==> src/rtl/mmss_timekeeper_pkg.sv <==
// Shared constants, run-state encoding and field helper for the mm:ss stopwatch.
// No ports; imported by mmss_timekeeper.
package mmss_pkg;

  localparam int unsigned FIELD_W = 6;
  localparam logic [FIELD_W-1:0] MAX_FIELD = 6'd59;

  // Divider defaults for the 100 MHz board clock
  localparam int unsigned TICK_DIV_DEF  = 100000000;
  localparam int unsigned ADJ_DIV_DEF   = 50000000;
  localparam int unsigned BLINK_DIV_DEF = 25000000;

  typedef enum logic {
    RUN    = 1'b0,
    PAUSED = 1'b1
  } runState_t;

  // Increment a minutes/seconds field mod 60; anything at or past 59 goes to 0
  function automatic logic [FIELD_W-1:0] incField(input logic [FIELD_W-1:0] v);
    return (v >= MAX_FIELD) ? '0 : v + FIELD_W'(1);
  endfunction

endpackage

==> src/rtl/mmss_timekeeper_strobe_div.sv <==
// Clock-enable prescaler: counts 0..DIV-1 while en is high and flags the wrap cycle.
// Ports:
//   clk      - system clock
//   arst     - asynchronous active-high reset (count to 0)
//   en       - advance the count this cycle; count holds otherwise
//   clr      - synchronous clear of the count (wins over en)
//   strobe_c - combinational, high in the cycle the count sits at DIV-1 with en high
module strobe_div #(
  parameter int unsigned DIV = 4
) (
  input  logic clk,
  input  logic arst,
  input  logic en,
  input  logic clr,
  output logic strobe_c
);

  localparam int unsigned CNT_W = (DIV > 1) ? $clog2(DIV) : 1;
  localparam logic [CNT_W-1:0] LAST = CNT_W'(DIV - 1);

  logic [CNT_W-1:0] cnt;

  // A pending clear suppresses the strobe so the count and the consumer agree
  assign strobe_c = en & ~clr & (cnt == LAST);

  always_ff @(posedge clk or posedge arst) begin
    if (arst) begin
      cnt <= '0;
    end else if (clr) begin
      cnt <= '0;
    end else if (en) begin
      cnt <= (cnt == LAST) ? '0 : cnt + CNT_W'(1);
    end
  end

endmodule

==> src/rtl/mmss_timekeeper.sv <==
// Minutes:seconds stopwatch core driven by clock-enable strobes derived from clk.
// Ports:
//   clk, arst    - system clock, asynchronous active-high reset
//   clr_pulse    - one-cycle clear of the time and both counting prescalers
//   pause_pulse  - one-cycle RUN/PAUSED toggle
//   sw_adj       - adjust mode level; sw_sel picks the field (0 min, 1 sec)
//   minutes      - current minutes 0..59
//   seconds      - current seconds 0..59
//   running      - high while in RUN
//   blink_min    - blank the minutes digits (adjusting minutes, blink phase on)
//   blink_sec    - blank the seconds digits (adjusting seconds, blink phase on)
//   tick         - one-cycle pulse with every applied 1 Hz count
module mmss_timekeeper
  import mmss_pkg::*;
#(
  parameter int unsigned TICK_DIV  = TICK_DIV_DEF,
  parameter int unsigned ADJ_DIV   = ADJ_DIV_DEF,
  parameter int unsigned BLINK_DIV = BLINK_DIV_DEF
) (
  input  logic       clk,
  input  logic       arst,
  input  logic       clr_pulse,
  input  logic       pause_pulse,
  input  logic       sw_adj,
  input  logic       sw_sel,
  output logic [5:0] minutes,
  output logic [5:0] seconds,
  output logic       running,
  output logic       blink_min,
  output logic       blink_sec,
  output logic       tick
);

  runState_t state;
  logic      secStrobe;
  logic      adjStrobe;
  logic      blinkStrobe;
  logic      blinkPhase;
  logic      secEn;
  logic      adjClr;

  // Normal counting only in RUN outside adjust; adjust prescaler parked at 0 when idle
  assign secEn  = (state == RUN) & ~sw_adj;
  assign adjClr = clr_pulse | ~sw_adj;

  strobe_div #(.DIV(TICK_DIV)) secDiv (
    .clk      (clk),
    .arst     (arst),
    .en       (secEn),
    .clr      (clr_pulse),
    .strobe_c (secStrobe)
  );

  strobe_div #(.DIV(ADJ_DIV)) adjDiv (
    .clk      (clk),
    .arst     (arst),
    .en       (sw_adj),
    .clr      (adjClr),
    .strobe_c (adjStrobe)
  );

  strobe_div #(.DIV(BLINK_DIV)) blinkDiv (
    .clk      (clk),
    .arst     (arst),
    .en       (1'b1),
    .clr      (1'b0),
    .strobe_c (blinkStrobe)
  );

  // Blink phase and registered blank qualifiers
  always_ff @(posedge clk or posedge arst) begin
    if (arst) begin
      blinkPhase <= 1'b0;
      blink_min  <= 1'b0;
      blink_sec  <= 1'b0;
    end else begin
      if (blinkStrobe) begin
        blinkPhase <= ~blinkPhase;
      end
      blink_min <= sw_adj & ~sw_sel & blinkPhase;
      blink_sec <= sw_adj & sw_sel & blinkPhase;
    end
  end

  // Run/pause state plus time fields; clear beats any increment in the same cycle
  always_ff @(posedge clk or posedge arst) begin
    if (arst) begin
      state   <= RUN;
      running <= 1'b1;
      minutes <= '0;
      seconds <= '0;
      tick    <= 1'b0;
    end else begin
      tick <= 1'b0;

      if (clr_pulse) begin
        minutes <= '0;
        seconds <= '0;
      end else if (sw_adj) begin
        if (adjStrobe) begin
          if (sw_sel) begin
            seconds <= incField(seconds);
          end else begin
            minutes <= incField(minutes);
          end
        end
      end else if (secStrobe) begin
        tick <= 1'b1;
        if (seconds >= MAX_FIELD) begin
          seconds <= '0;
          minutes <= incField(minutes);
        end else begin
          seconds <= seconds + 6'd1;
        end
      end

      // A strobe in the same cycle was already applied above
      if (pause_pulse) begin
        state   <= (state == RUN) ? PAUSED : RUN;
        running <= (state == PAUSED);
      end
    end
  end

endmodule
==> config.mk <==
export PLATFORM = sky130hd
export DESIGN_NAME = mmss_timekeeper
export DESIGN_NICKNAME = d
export VERILOG_FILES = /design/src/rtl/mmss_timekeeper_pkg.sv /design/src/rtl/mmss_timekeeper_strobe_div.sv /design/src/rtl/mmss_timekeeper.sv
export SDC_FILE = /design/constraint.sdc
export NUM_CORES = 1
export LEC_CHECK = 0
export CAP_MARGIN = 20
export CORE_ASPECT_RATIO = 1.4
export CORE_MARGIN = 2
export CORE_UTILIZATION = 52
export CTS_BUF_LIST = sky130_fd_sc_hd__clkbuf_4
export CTS_CLUSTER_SIZE = 12
export DETAILED_ROUTE_END_ITERATION = 6
export PLACE_DENSITY_LB_ADDON = 0.1
export REMOVE_ABC_BUFFERS = 1
export SLEW_MARGIN = 20
export SYNTH_ARGS = -nofsm -noshare
export SYNTH_HDL_FRONTEND = slang
export SYNTH_SLANG_ARGS = --single-unit
==> constraint.sdc <==
create_clock -name clk -period 4.22 [get_ports clk]
set_input_delay 0.844 -clock clk [delete_from_list [all_inputs] [get_ports clk]]
set_output_delay 0.844 -clock clk [all_outputs]
set_load 0.03 [all_outputs]
======== Yosys cells after proc, flatten, opt, wreduce, memory -nomap -nowiden ========
Cells that the tools add are included.
operators by class
  add/subtract/negate cells ............... 5
  multiply operators ...................... 0
  div/mod/pow operators ................... 0
  $lt $le $gt $ge ......................... 2
  equality and inequality tests ........... 6
  shifts and indexed selects .............. 0
  mux-type cells .......................... 24
  bitwise operators ....................... 16
  reduce and logical (&&, ||, !) cells .... 6
operators by type and width
  cell                                                              number
  27-bit two-way mux                                                3
  26-bit two-way mux                                                3
  6-bit two-way mux                                                 13
  27-bit by 1-bit adder with 27-bit output (second input constant)  1
  27-bit == test (second input constant)                            1
  26-bit by 1-bit adder with 26-bit output (second input constant)  1
  26-bit == test (second input constant)                            1
  25-bit by 1-bit adder with 25-bit output (second input constant)  1
  25-bit == test (second input constant)                            1
  25-bit two-way mux                                                1
  6-bit by 1-bit adder with 6-bit output (second input constant)    2
  6-bit >= comparator (second input constant)                       2
  1-bit bitwise AND                                                 9
  3-bit by 2-bit != test with 1-bit output (second input constant)  2
  1-bit inverter                                                    6
  3-bit nonzero test                                                2
  1-bit two-way mux                                                 4
  4-bit AND reduction                                               1
  2-bit nonzero test                                                2
  3-bit != test (second input constant)                             1
  3-bit AND reduction                                               1
  1-bit OR                                                          1
word-level totals
  bits in registers ....................... 96
  bits in latches ......................... 0
  memory bits (writable) .................. 0
  bits in read-only memories .............. 0
  input port bits ......................... 6
  output and inout bits ................... 16
  memories kept ........................... 0

======== Longest topological paths before layout ========
  word-level depth ........................ 8
  gate-level depth with buffers ........... 10

======== By module ========
From an unflattened synthesis, not the netlist that was laid out.
second synthesis, totals
  cell total of the unflattened synthesis .. 669
  area, all modules ....................... 5886.9 µm²
by module, submodules not included
  module                 instances  cells each  area each (µm²)  seq. area each (µm²)
  strobe_div (adjDiv)    1          211         1754.2           650.6
  strobe_div (secDiv)    1          197         1704.1           675.6
  strobe_div (blinkDiv)  1          172         1517.7           625.6
  mmss_timekeeper        1          89          910.9            451.7

======== Worst setup path before layout ========
OpenSTA, ideal clock, no wires.
  kind .................................... input to register
  from .................................... input sw_adj
  to ...................................... register secDiv.cnt[23]
  data arrival time ....................... 2009 ps
  data required time ...................... 4151 ps
  slack ................................... 2142 ps
  stages .................................. 4
  cells stage by stage .................... or3_1 > a31o_4 > or4_1 > nand3_1
on the way
  cells in the longest elaborated chain, start to end .. 3
ends and longest elaborated chain
  item                          line                              source
  start, declared               mmss_timekeeper.sv:24             input logic sw_adj,
  1-bit inverter                mmss_timekeeper.sv:43             assign secEn = (state == RUN) & ~sw_adj;
  1-bit bitwise AND             mmss_timekeeper.sv:43
  2-bit nonzero test (no line)  n/a
  end signal, assigned          mmss_timekeeper_strobe_div.sv:32  cnt <= (cnt == LAST) ? '0 : cnt + CNT_W'(1);
  end, declared                 mmss_timekeeper_strobe_div.sv:21  logic [CNT_W-1:0] cnt;
Every way passes these cells.
A chain may end at the register's enable or synchronous reset.

======== Worst setup path after layout ========
  from .................................... register minutes[4]
  to ...................................... output minutes[4]
RTL lines
  item                    line                    source
  start, declared         mmss_timekeeper.sv:26   output logic [5:0] minutes,
  start signal, assigned  mmss_timekeeper.sv:104  minutes <= incField(minutes);
  start signal, assigned  mmss_timekeeper.sv:111  minutes <= incField(minutes);
No word-level cell between the ends.

==> flow_summary_export.csv <==
group,metric,value,unit
power,internal_power,1200,uW
detailed_routing,drc,0,
place,post-place-ws,1.31,ns
die,design.die.area,10800,um^2
sta,skew,0.0215,ns
cts,numCtsBuffers,9,
cts,cts.clk_slew.worst_paths,0.15,ns
yosys,synth_seq_cells,96,
die,die_w,88.6,um
power,power_density,297,nW/um^2
global_routing,grt_pass1_wl,18.3,mm
sta,tightest_slew,0.909,ns
die,initial_utilization,52.9,%
critical_path,cp.depth,1,
sta,timing.slew.headroom,39.2,%
cts,cts_tree,"built",
critical_path,cp-endpoint,"minutes[4]",
final_layout,drive_gt1_share,6.79,%
sta,finalWorstSetupSlack,1.65,ns
sta,setup_viol,0,
yosys,netlist_top_cells_area,"dfrtp_1 (46%), nor2_1 (4.2%), xnor2_1 (4.0%), xor2_1 (3.9%), nand3_1 (3.8%)",
critical_path,startpoint,"minutes[4]",
critical_path,rr_worst_depth,6,
critical_path,crit_chain,"clkdlybuf4s50_1",
sta,fmax,390,MHz
cts,cts_buffer_depth,2,
critical_path,r2r_slack,1.80,ns
detailed_routing,wl_per_cell,15.1,um
die,ios,22,
yosys,yosys_warnings,0,
detailed_routing,postRouteAntennaNets,0,
cts,cts_num_sinks,96,
yosys,synth_top_cell_by_area,"dfrtp_1",
global_routing,grt_pass1_vias,3953,
power,leakagePower,0.00224,uW
critical_path,arrival,1.72,ns
power,p_seq_share,58.6,%
power,switchingPower,477,uW
detailed_routing,vias,4187,
yosys,avgSynthCellArea,9.34,um^2
global_routing,grt_max_degree,66,
cts,cts_root_buf,"clkbuf_4",
yosys,syn_area,5200,um^2
final_layout,syn_to_final_growth,8.44,%
sta,fin_crit,2.57,ns
cts,cts_hold_buf,0,
yosys,synthTopCellsByCount,"dfrtp_1 (95), nor2_1 (58), nand2_1 (49), nand3_1 (40), nand4_1 (25)",
detailed_routing,drt-pass1-iter-count,4,
yosys,synth_flop_cell,"dfrtp_1",
global_routing,antenna_found_initial,1,
sta,final-max-slew-violation-count,0,
yosys,syn_inst,557,
place,hpwl,7.31,mm
critical_path,cp_slowest_cell,"clkdlybuf4s50_1",
final_layout,fillCellCount,884,
run_status,status,"finished clean",
cts,clock_latency,0.47,ns
critical_path,r2r-start,"adjDiv.cnt[0]",
yosys,ys_seq_area_share,46.2,%
die,rows,43,
power,power.share.combinational,11.6,%
sta,post-route-period-util,60.8,%
detailed_routing,dr.first_iter.drc_count,183,
critical_path,path_buf_inv,1,
critical_path,slowest_delay,0.73,ns
cts,post_cts_buffers,0,
sta,holdWs,0.498,ns
yosys,ys_async_sr_fraction,100,%
global_routing,grt_overflow,0,
critical_path,crit_family,"buffers and inverters",
yosys,netlist.area_leader.share,45.7,%
yosys,synth-edff-count,0,
worst_hold_path,hp-class,"register to register",
final_layout,final_nets,580,
critical_path,startpoint_type,"register",
detailed_routing,viasPerCell,5.90,
power,power_frac_clock,29.8,%
detailed_routing,drt_wl_total,10.7,mm
power,switching_share,28.5,%
yosys,ys_types,63,
critical_path,reg2reg_to,"adjDiv.cnt[4]",
cts,htreeDepth,3,
critical_path,crit_path_end_kind,"primary output",
place,place.gp.congestion,0.809,
critical_path,worstPathMaxFanout,7,
die,core,9850,um^2
sta,finalSetupTns,0,ns
cts,cts_resized,0,
global_routing,grt_usage,21.3,%
sta,rsz0062_at_grt,"no",
die,die_h,122,um
place,port_buffers,21,
yosys,yosysMostFrequentCell,"dfrtp_1",
sta,report.final.hold_viol_count,0,
critical_path,worst_ep_required_time,3.38,ns
run,max_cap_viol_count,0,
critical_path,criticalPathCategory,"register to primary output",
power,ir_drop,183,uV
[flip-flops by register name, indices dropped and copies added (netlist names), 6 cells and up]
signal and flops:
adjDiv.cnt 26, minutes 6, secDiv.cnt 27, blinkDiv.cnt 25
seconds 6
[layer usage]
metal / track usage (%) / vias up / wire [um]
li1: - / 2042 / -
met1: 27.1 / 2071 / 4880
met2: 35.7 / 59 / 5380
met3: 3.97 / 15 / 286
met4: 8.52 / 0 / 195
met5: 0 / - / 0
[power by group through the flow]
stage | Sequential [uW] | Clock [uW] | Combinational, uW
after floorplan | 1020 | 0 | 103
after global placement | 999 | 0 | 194
after detailed placement | 1000 | 0 | 198
after CTS | 983 | 526 | 199
after global routing | 989 | 564 | 219
final | 982 | 500 | 195
[per-stage QoR]
stage	total power [uW]	std cells	cell area [um^2]	util [%]
floorplan	1120	532	5060	-
global placement	1190	692	5490	55.8
detailed placement	1200	692	5490	55.8
CTS	1710	708	5630	57.2
global route	1770	710	5640	57.3
finish	1680	710	5640	57.3
[cells by family after synthesis]
logic type	share of synthesized area (%)
DFF	46.2
xor gates and xnor gates	7.91
AOI/OAI and AO/OA	11.0
adders and majority gates	1.20
muxes	0.986
and+or+nand+nor	28.4
buffers and inverters	4.30
[how the worst min path moves through the flow]
stage | slack (ns) | cells after the start | end | startpoint
final | 0.50 | 1 | adjDiv.cnt[0] | adjDiv.cnt[0]
after global routing | 0.52 | 1 | secDiv.cnt[24] | secDiv.cnt[24]
after CTS | 0.50 | 1 | adjDiv.cnt[0] | adjDiv.cnt[0]
after detailed placement | 0.48 | 1 | adjDiv.cnt[0] | adjDiv.cnt[0]
after global placement | 0.47 | 1 | adjDiv.cnt[0] | adjDiv.cnt[0]
after floorplan | 0.45 | 1 | adjDiv.cnt[0] | adjDiv.cnt[0]
[final cells by class]
type / instances / area (um^2) / share of cell area, %
Clock buffer: 9 / 67.6 / 1.20
Multi-Input combinational cell: 415 / 2590 / 45.9
Clock inverter: 7 / 72.6 / 1.29
Inverter: 21 / 81.3 / 1.44
Antenna cell: 1 / 2.50 / 0.0443
Tap cell: 135 / 169 / 2.99
Timing Repair Buffer: 26 / 258 / 4.57
Sequential cell: 96 / 2400 / 42.6
[cell usage in the layout, fill, tap and decap left out, types with 3 or more instances in the layout]
cell type | synthesis | routed
a21oi_1 | 14 | 14
a31oi_1 | 18 | 17
a41oi_1 | 3 | 3
and2_1 | 5 | 5
and3_1 | 12 | 12
and4_1 | 5 | 5
buf_4 | 3 | 3
clkbuf_4 | 0 | 9
clkdlybuf4s50_1 | 0 | 21
clkinv_4 | 0 | 3
dfrtp_1 | 95 | 95
ha_1 | 5 | 5
inv_1 | 21 | 20
mux2i_1 | 4 | 4
nand2_1 | 49 | 49
nand2b_1 | 7 | 7
nand3_1 | 40 | 40
nand3b_1 | 3 | 3
nand4_1 | 25 | 25
nor2_1 | 58 | 58
nor2b_1 | 5 | 5
nor3_1 | 17 | 17
nor4_1 | 17 | 16
nor4b_1 | 7 | 7
nor4bb_1 | 6 | 6
o2111ai_1 | 3 | 3
o211ai_1 | 3 | 3
o21ai_0 | 16 | 16
o21bai_1 | 3 | 3
or3_1 | 5 | 5
xnor2_1 | 24 | 24
xor2_1 | 23 | 23
No activity file was read; power rests on OpenSTA's default activity.
